## src/rtl/spdif_frame_sched.sv

```systemverilog
// Sequences stereo pairs from two producers into the 4-deep SPDIF sample register:
// one snapshot per tick, then four back-to-back writes L0, R0, L1, R1.
module spdif_frame_sched #(
   parameter int PCM_W     = 32,
   parameter int CNT_W     = 16,
   parameter int URUN_HOLD = 1
) (
   input  logic             clk_i,
   input  logic             rst_i,
   input  logic             en_i,
   input  logic             tick_i,
   input  logic [PCM_W-1:0] s0_L_i,
   input  logic [PCM_W-1:0] s0_R_i,
   input  logic             s0_vld_i,
   output logic             s0_rdy_o,
   input  logic [PCM_W-1:0] s1_L_i,
   input  logic [PCM_W-1:0] s1_R_i,
   input  logic             s1_vld_i,
   output logic             s1_rdy_o,
   output logic             wr_o,
   output logic [PCM_W-1:0] wr_data_o,
   output logic             busy_o,
   output logic [CNT_W-1:0] urun_cnt_o,
   output logic [CNT_W-1:0] miss_cnt_o,
   input  logic             clr_i
);
   typedef enum logic [2:0] {IDLE, W_L0, W_R0, W_L1, W_R1} state_t;

   localparam bit HOLD = (URUN_HOLD != 0);

   state_t           state_q, state_d;
   logic             full0_q, full0_d, full1_q, full1_d;
   logic [PCM_W-1:0] buf_l0_q, buf_l0_d, buf_r0_q, buf_r0_d;
   logic [PCM_W-1:0] buf_l1_q, buf_l1_d, buf_r1_q, buf_r1_d;
   logic [PCM_W-1:0] last_l0_q, last_l0_d, last_r0_q, last_r0_d;
   logic [PCM_W-1:0] last_l1_q, last_l1_d, last_r1_q, last_r1_d;
   logic [PCM_W-1:0] fr_r0_q, fr_r0_d, fr_l1_q, fr_l1_d, fr_r1_q, fr_r1_d;
   logic             wr_q, wr_d, busy_q, busy_d;
   logic [PCM_W-1:0] wr_data_q, wr_data_d;
   logic [CNT_W-1:0] urun_q, urun_d, miss_q, miss_d;

   logic             start, rdy0, rdy1;
   logic [PCM_W-1:0] snap_l0, snap_r0, snap_l1, snap_r1;
   logic [1:0]       n_empty;

   function automatic logic [CNT_W-1:0] sat_add(input logic [CNT_W-1:0] a,
                                                input logic [1:0] inc);
      logic [CNT_W:0] sum;
      sum = {1'b0, a} + {{(CNT_W-1){1'b0}}, inc};
      return sum[CNT_W] ? {CNT_W{1'b1}} : sum[CNT_W-1:0];
   endfunction

   // A snapshot frees both holding buffers in the same cycle, so a waiting pair may refill them.
   always_comb begin
      start   = en_i & tick_i & (state_q == IDLE);
      rdy0    = en_i & (~full0_q | start);
      rdy1    = en_i & (~full1_q | start);
      snap_l0 = full0_q ? buf_l0_q : (HOLD ? last_l0_q : '0);
      snap_r0 = full0_q ? buf_r0_q : (HOLD ? last_r0_q : '0);
      snap_l1 = full1_q ? buf_l1_q : (HOLD ? last_l1_q : '0);
      snap_r1 = full1_q ? buf_r1_q : (HOLD ? last_r1_q : '0);
      n_empty = {1'b0, ~full0_q} + {1'b0, ~full1_q};
   end

   always_comb begin
      state_d   = state_q;
      full0_d   = full0_q;
      full1_d   = full1_q;
      buf_l0_d  = buf_l0_q;
      buf_r0_d  = buf_r0_q;
      buf_l1_d  = buf_l1_q;
      buf_r1_d  = buf_r1_q;
      last_l0_d = last_l0_q;
      last_r0_d = last_r0_q;
      last_l1_d = last_l1_q;
      last_r1_d = last_r1_q;
      fr_r0_d   = fr_r0_q;
      fr_l1_d   = fr_l1_q;
      fr_r1_d   = fr_r1_q;
      wr_d      = 1'b0;
      wr_data_d = wr_data_q;
      urun_d    = urun_q;
      miss_d    = miss_q;

      if (!en_i) begin
         full0_d = 1'b0;
         full1_d = 1'b0;
      end else begin
         if (s0_vld_i && rdy0) begin
            full0_d  = 1'b1;
            buf_l0_d = s0_L_i;
            buf_r0_d = s0_R_i;
         end else if (start) begin
            full0_d = 1'b0;
         end
         if (s1_vld_i && rdy1) begin
            full1_d  = 1'b1;
            buf_l1_d = s1_L_i;
            buf_r1_d = s1_R_i;
         end else if (start) begin
            full1_d = 1'b0;
         end
      end

      // Once started, a sequence always runs to W_R1 regardless of en_i.
      case (state_q)
         IDLE: begin
            if (start) begin
               state_d   = W_L0;
               wr_d      = 1'b1;
               wr_data_d = snap_l0;
               fr_r0_d   = snap_r0;
               fr_l1_d   = snap_l1;
               fr_r1_d   = snap_r1;
               last_l0_d = snap_l0;
               last_r0_d = snap_r0;
               last_l1_d = snap_l1;
               last_r1_d = snap_r1;
            end
         end
         W_L0: begin
            state_d   = W_R0;
            wr_d      = 1'b1;
            wr_data_d = fr_r0_q;
         end
         W_R0: begin
            state_d   = W_L1;
            wr_d      = 1'b1;
            wr_data_d = fr_l1_q;
         end
         W_L1: begin
            state_d   = W_R1;
            wr_d      = 1'b1;
            wr_data_d = fr_r1_q;
         end
         default: state_d = IDLE;
      endcase

      busy_d = (state_d != IDLE);

      if (clr_i) begin
         urun_d = '0;
         miss_d = '0;
      end else begin
         if (start) urun_d = sat_add(urun_q, n_empty);
         if (en_i && tick_i && (state_q != IDLE)) miss_d = sat_add(miss_q, 2'd1);
      end
   end

   always_ff @(posedge clk_i or posedge rst_i) begin
      if (rst_i) begin
         state_q   <= IDLE;
         full0_q   <= 1'b0;
         full1_q   <= 1'b0;
         buf_l0_q  <= '0;
         buf_r0_q  <= '0;
         buf_l1_q  <= '0;
         buf_r1_q  <= '0;
         last_l0_q <= '0;
         last_r0_q <= '0;
         last_l1_q <= '0;
         last_r1_q <= '0;
         fr_r0_q   <= '0;
         fr_l1_q   <= '0;
         fr_r1_q   <= '0;
         wr_q      <= 1'b0;
         wr_data_q <= '0;
         busy_q    <= 1'b0;
         urun_q    <= '0;
         miss_q    <= '0;
      end else begin
         state_q   <= state_d;
         full0_q   <= full0_d;
         full1_q   <= full1_d;
         buf_l0_q  <= buf_l0_d;
         buf_r0_q  <= buf_r0_d;
         buf_l1_q  <= buf_l1_d;
         buf_r1_q  <= buf_r1_d;
         last_l0_q <= last_l0_d;
         last_r0_q <= last_r0_d;
         last_l1_q <= last_l1_d;
         last_r1_q <= last_r1_d;
         fr_r0_q   <= fr_r0_d;
         fr_l1_q   <= fr_l1_d;
         fr_r1_q   <= fr_r1_d;
         wr_q      <= wr_d;
         wr_data_q <= wr_data_d;
         busy_q    <= busy_d;
         urun_q    <= urun_d;
         miss_q    <= miss_d;
      end
   end

   assign s0_rdy_o   = rdy0;
   assign s1_rdy_o   = rdy1;
   assign wr_o       = wr_q;
   assign wr_data_o  = wr_data_q;
   assign busy_o     = busy_q;
   assign urun_cnt_o = urun_q;
   assign miss_cnt_o = miss_q;

endmodule

```

## config.mk

```make
export PLATFORM = sky130hd
export DESIGN_NAME = spdif_frame_sched
export DESIGN_NICKNAME = d
export VERILOG_FILES = /design/src/rtl/spdif_frame_sched.sv
export SDC_FILE = /design/constraint.sdc
export NUM_CORES = 1
export LEC_CHECK = 0
export CAP_MARGIN = 20
export CORE_ASPECT_RATIO = 0.8
export CORE_MARGIN = 1.5
export CORE_UTILIZATION = 35
export CTS_BUF_LIST = sky130_fd_sc_hd__clkbuf_8
export CTS_CLUSTER_DIAMETER = 120
export DETAILED_ROUTE_END_ITERATION = 8
export GPL_TIMING_DRIVEN = 1
export SLEW_MARGIN = 0
export SYNTH_ARGS = -nofsm -noshare
export SYNTH_HDL_FRONTEND = slang
export SYNTH_SLANG_ARGS = --single-unit
```

## constraint.sdc

```tcl
create_clock -name clk_i -period 16.9 [get_ports clk_i]
set_input_delay 2.535 -clock clk_i [delete_from_list [all_inputs] [get_ports clk_i]]
set_output_delay 2.535 -clock clk_i [all_outputs]
set_load 0.02 [all_outputs]
```

==> run metrics, run 1 <==
Mapped Cells 1040; pin slew with the least headroom to its limit 1.10 ns; Tmin final 7.21 ns; syn_nets 1178; type of the tightest min-delay check flop to flop; largest net degree at the start of global routing 110; Clock Power Share 25.5%; EDFF count, synth 0; prevailing post-synth register cell dfrtp_1; worst reg2reg setup slack 13.50 ns; Worst R2R Path Depth 9; vias in the first global route 9513; count leader, synth dfrtp_1; clock latency on the worst-skew pair 0.60 ns; clock sink count 327; total congestion overflow 0; CP cell instances clkdlybuf4s50_1 > nand2_1 > or2_1 > a21boi_4 > clkdlybuf4s50_1; clk buf depth 3; fin util 44.8%; die height 182 um; GRT Resource Usage Total 16.7%; CTS H-tree lvls 2; synthesized flop and latch total 327; hold_sp buf_l1_q[9]$_DFFE_PP0P_; Finished Cell Area 0.0177 sq mm; Final Skew 0.0238 ns; setup violators final 0; ys async rst share 100%; placer congestion estimate 0.819; worst reg2reg path startpoint full0_q$_DFFE_PP0P_; RSZ-0062 raised after global routing false; Site Rows 65; Buf+Inv Stages, Crit Path 2; Die Footprint 0.0414 sq mm; core area 0.0395 sq mm; Sw Share 32.0%; HPWL after detailed placement 20200 um; fillers 3672; Post-CTS Setup Inserts 0; Reg clk slew, reported paths 0.06 ns; endpoint class of the critical path primary output; Syn Area/Cell 13.5 sq um; Switch Pwr 0.900 mW; # Max-Cap Violations 0; Placed Area 0.0166 sq mm; Mapped Area 0.0141 sq mm; status complete, no violations; first drt pass iteration count 6; first-pass GRT wire length 54100 um; Critical Path AT 4.67 ns; cell mode on critical path clkdlybuf4s50_1; area of the multi-input gates 0.00556 sq mm; Area Overhead vs Synth 25.9%; placed insts 1725; Top delay family on crit path buffers and inverters; Routed Antenna Nets 0; Int Pwr 1.92 mW; Post-synth top cells dfrtp_1 (327), mux2_2 (224), mux2_1 (56); Synth area leader dfrtp_1; Post-CTS Hold Buffers 0; DRC 0; pwr/cell area 159 mW/mm^2; Max FO, Critical Path 8; post-synthesis sequential area ratio 58.2%; via-per-instance ratio 5.02; final worst-path cycle share 42.6%; antenna violations before repair 0; critical path's slowest cell clkdlybuf4s50_1; Setup TNS 0 ns; 1st-iter DRT viols 542; post-CTS resize count 0; Hold EP buf_l1_q[9]$_DFFE_PP0P_; Initial Util 35.6%; f_max 0.139 GHz; Clk Tree Root Cell clkbuf_8; Non-Filler Instances 1822; CTS buffer count 56; layout cell share with drive strength beyond 1 25.8%; # IOs 203; Pins Over Slew Limit 0; final wirelength 34200 um; Req. time, crit path 14.37 ns; via count 9148; CTS tree built; I/O Buffers 202; synth top area cells dfrtp_1 (58%), mux2_2 (18%), mux2_1 (4.5%); die width 227 um; Synth top area share 58.2%; Netlist cell types 47; P_leak 7.54 nW; worst setup margin 9.69 ns; Slew HR 26.9%; startpoint types input port; Final Hold Viols 0; Gate power share 30.7%; Crit Path Category input port to primary output; biggest cell delay along the critical path 0.63 ns; Synthesis Warnings 0; FF-to-FF End urun_cnt_o[10]$_DFFE_PP0P_; Final nets 1386; Seq. cell area 0.00819 sq mm; wire length per cell 18.8 um; Hold Path Cell Cnt 1; Peak supply drop 0.0799 mV; register share of total power 43.7%; Post-Place Setup Slack 9.70 ns
## cell usage in the layout, fill, tap and decap left out, types with 6 or more instances in the layout
cell type and count:
and3_1 7, buf_4 10, o21ai_0 9, mux2_1 56
clkdlybuf4s50_1 202, nor2_1 52, inv_1 21, a31oi_1 9
nand3_1 18, nor3_1 11, o221ai_1 32, dfrtp_1 323
mux2i_1 42, nand4_1 7, a211oi_1 6, clkbuf_8 74
o21a_1 34, a21oi_1 51, mux2_2 224, and4_1 8
nand2_1 32
## layout make-up
class / count / area share, %
inverters: 7 / 0.191
clock inverters: 21 / 0.636
repair buffers: 214 / 12.0
diodes: 1 / 0.0141
clock buffers: 74 / 5.75
well taps: 536 / 3.79
multi-input cells: 642 / 31.4
flip-flops and latches: 327 / 46.2
## power groups by stage
stage	clock network [mW]	logic, mW	registers (mW)
6_report	0.720	0.866	1.23
5_1_grt	0.786	0.952	1.27
4_1_cts	0.745	0.881	1.24
3_5_place_dp	0	0.876	1.25
3_3_place_gp	0	0.859	1.24
2_1_floorplan	0	0.585	1.22
## worst max-delay path by stage
stage,start,endpoint,depth (start not counted)
final,en_i,s0_rdy_o,5
after global routing,en_i,s0_rdy_o,5
after CTS,en_i,s0_rdy_o,5
after detailed placement,en_i,s0_rdy_o,5
after global placement,en_i,s1_rdy_o,5
after floorplan,rst_i,buf_l0_q[0]$_DFFE_PP0P_,1
## logic make-up (layout without fill, tap and decap cells)
group	Yosys count	in the layout	share of synthesized area (%)
xor gates and xnor gates	2	2	0.125
DFF	327	327	58.2
other	0	1	0
AOI/OAI and AO/OA	158	158	7.84
adders and majority gates	3	3	0.320
buffers and inverters	71	316	2.60
and+or+nand+nor	157	157	5.55
muxes	322	322	25.4
## metrics by stage
step	hold slack, ns	total power, mW
3_3_place_gp	0.470	2.10
2_1_floorplan	0.460	1.80
5_1_grt	0.502	3.01
3_5_place_dp	0.477	2.12
6_report	0.483	2.82
4_1_cts	0.491	2.86
## state kept, by name, summed over array words and instances (netlist names)
register / cells
buf_l0_q: 32
buf_l1_q: 32
buf_r0_q: 32
buf_r1_q: 32
busy_o: 1
fr_l1_q: 32
fr_r0_q: 32
fr_r1_q: 32
full0_q: 1
full1_q: 1
last_l0_q: 32
miss_cnt_o: 16
state_q: 3
urun_cnt_o: 16
wr_data_o: 32
wr_o: 1
## worst register-to-register path, cell delays in order (launching register included)
cell and delay [ns]:
dfrtp_2 0.39, buf_4 0.37, fa_1 0.56, inv_1 0.09, ha_1 0.24, and3_1 0.24, nor4b_1 0.72, buf_1 0.26
a21oi_1 0.10, a311oi_1 0.30
## routing by layer
metal	track usage [%]	up-vias	routed length, um
met4	4.21	0	581
met3	3.72	54	1840
li1	-	4237	-
met1	24.0	4664	16500
met5	0	-	0
met2	25.4	193	15300
(Power assumes the default switching activity.)
==> inputs of run 2 (changes only) <==
- clock period: 16.9 -> 7 ns (I/O delays scaled with it)
==> run metrics, run 2 (synthesis results as in run 1) <==
status complete, no violations; type of the tightest min-delay check flop to flop; first drt pass iteration count 4; via-per-instance ratio 5.04; clock sink count 327; fillers 3694; GRT Resource Usage Total 16.8%; startpoint types input port; Non-Filler Instances 1825; Hold Path Cell Cnt 1; final wirelength 34300 um; Max FO, Critical Path 8; setup violators final 0; Critical Path AT 3.20 ns; Design Power 6.82 mW; CTS buffer count 54; die width 227 um; # IOs 203; vias in the first global route 9728; CTS tree built; Clk Tree Root Cell clkbuf_8; Final nets 1384; die height 182 um; Pins Over Slew Limit 0; wire length per cell 18.8 um; # Max-Cap Violations 0; HPWL after detailed placement 20700 um; Tmin final 4.25 ns; layout cell share with drive strength beyond 1 25.9%; Initial Util 35.6%; Site Rows 65; commonest non-fill, non-tap cell in the layout dfrtp_1; Final Skew 0.0270 ns; first-pass GRT wire length 54100 um; placed insts 1725; Routed Antenna Nets 0; Area Overhead vs Synth 26.2%; CP cell instances clkdlybuf4s50_1 > nand2_1 > or2_1 > a21boi_4 > clkdlybuf4s50_1; clk buf depth 3; critical path's slowest cell clkdlybuf4s50_1; total congestion overflow 0; 1st-iter DRT viols 366; antenna violations before repair 0; clock latency on the worst-skew pair 0.60 ns; Slew HR 17.5%; via count 9205; placer congestion estimate 0.804; final worst-path cycle share 60.8%; Crit Path Category input port to primary output; Worst R2R Path Depth 6; post-CTS resize count 0; Req. time, crit path 5.95 ns; P_leak 7.57 nW; most frequent cells in the layout dfrtp_1 (323), mux2_2 (224), clkdlybuf4s50_1 (202); core area 0.0395 sq mm; biggest cell delay along the critical path 0.63 ns; pin slew with the least headroom to its limit 1.22 ns; f_max 0.235 GHz; CTS H-tree lvls 2; endpoint class of the critical path primary output; I/O Buffers 202; pwr/cell area 384 mW/mm^2; DRC 0; Final Hold Viols 0; Peak supply drop 0.162 mV; fin util 44.9%; Post-CTS Hold Buffers 0; Setup TNS 0 ns; largest net degree at the start of global routing 147; Post-CTS Setup Inserts 0; cell mode on critical path clkdlybuf4s50_1; Die Footprint 0.0414 sq mm; Reg clk slew, reported paths 0.06 ns; RSZ-0062 raised after global routing false
run 2: changes by cell type in the layout (fill, tap and decap cells not counted), moves of 2 or more:
cell      previous run  this run
inv_1               21        23
clkinv_2             3         6
buf_4               10         8
buf_12               0         2
clkbuf_8            74        71
run 2: final cells by class:
cell class                      count  area, sq um  share of cell area, %
Antenna cell                        1         2.50                 0.0141
Clock buffer                       71          977                   5.51
Sequential cell                   327         8190                   46.1
Multi-Input combinational cell    642         5560                   31.3
Inverter                            7         30.0                  0.169
Timing Repair Buffer              214         2150                   12.1
Clock inverter                     27          166                  0.938
Tap cell                          536          671                   3.78
run 2: critical path: cells and delay by family:
kind	cells	cell delay, ns
buf+inv	2	1.22
simple gates	2	0.69
compound gates	1	0.24
run 2: path summary, 6_finish.rpt:
check                                                from                        end  slack (ns)
worst min-delay path            wr_data_o[27]$_DFFE_PP0P_  wr_data_o[27]$_DFFE_PP0P_        0.49
worst max register to register       state_q[2]$_DFF_PP0_    buf_r0_q[5]$_DFFE_PP0P_        3.66
max in group asynchronous                           rst_i   buf_l0_q[12]$_DFFE_PP0P_        4.70
min in group asynchronous                           rst_i   buf_r1_q[29]$_DFFE_PP0P_        1.03
worst min register to register  wr_data_o[27]$_DFFE_PP0P_  wr_data_o[27]$_DFFE_PP0P_        0.49
worst max-delay path                                 en_i                   s1_rdy_o        2.75
run 2: through the flow:
stage	hold WS, ns	worst slack [ns]	cell area [sq um]
finish	0.489	2.75	17700
global placement	0.469	2.84	16600
detailed placement	0.477	2.76	16600
floorplan	0.460	1.59	14100
global route	0.501	2.60	17700
CTS	0.493	2.70	17700
run 2: per-layer routing:
metal / global-route usage (%) / wire [um]
met5: 0 / 0
met3: 3.12 / 1700
met4: 5.11 / 809
met2: 26.1 / 15600
met1: 23.8 / 16200
run 2: power by group:
| part | total (mW) | switching [mW] | internal (mW) |
|---|---|---|---|
| clock | 1.75 | 0.769 | 0.978 |
| sequential | 3.01 | 0.464 | 2.54 |
| combinational | 2.07 | 0.949 | 1.12 |
| total | 6.82 | 2.18 | 4.64 |
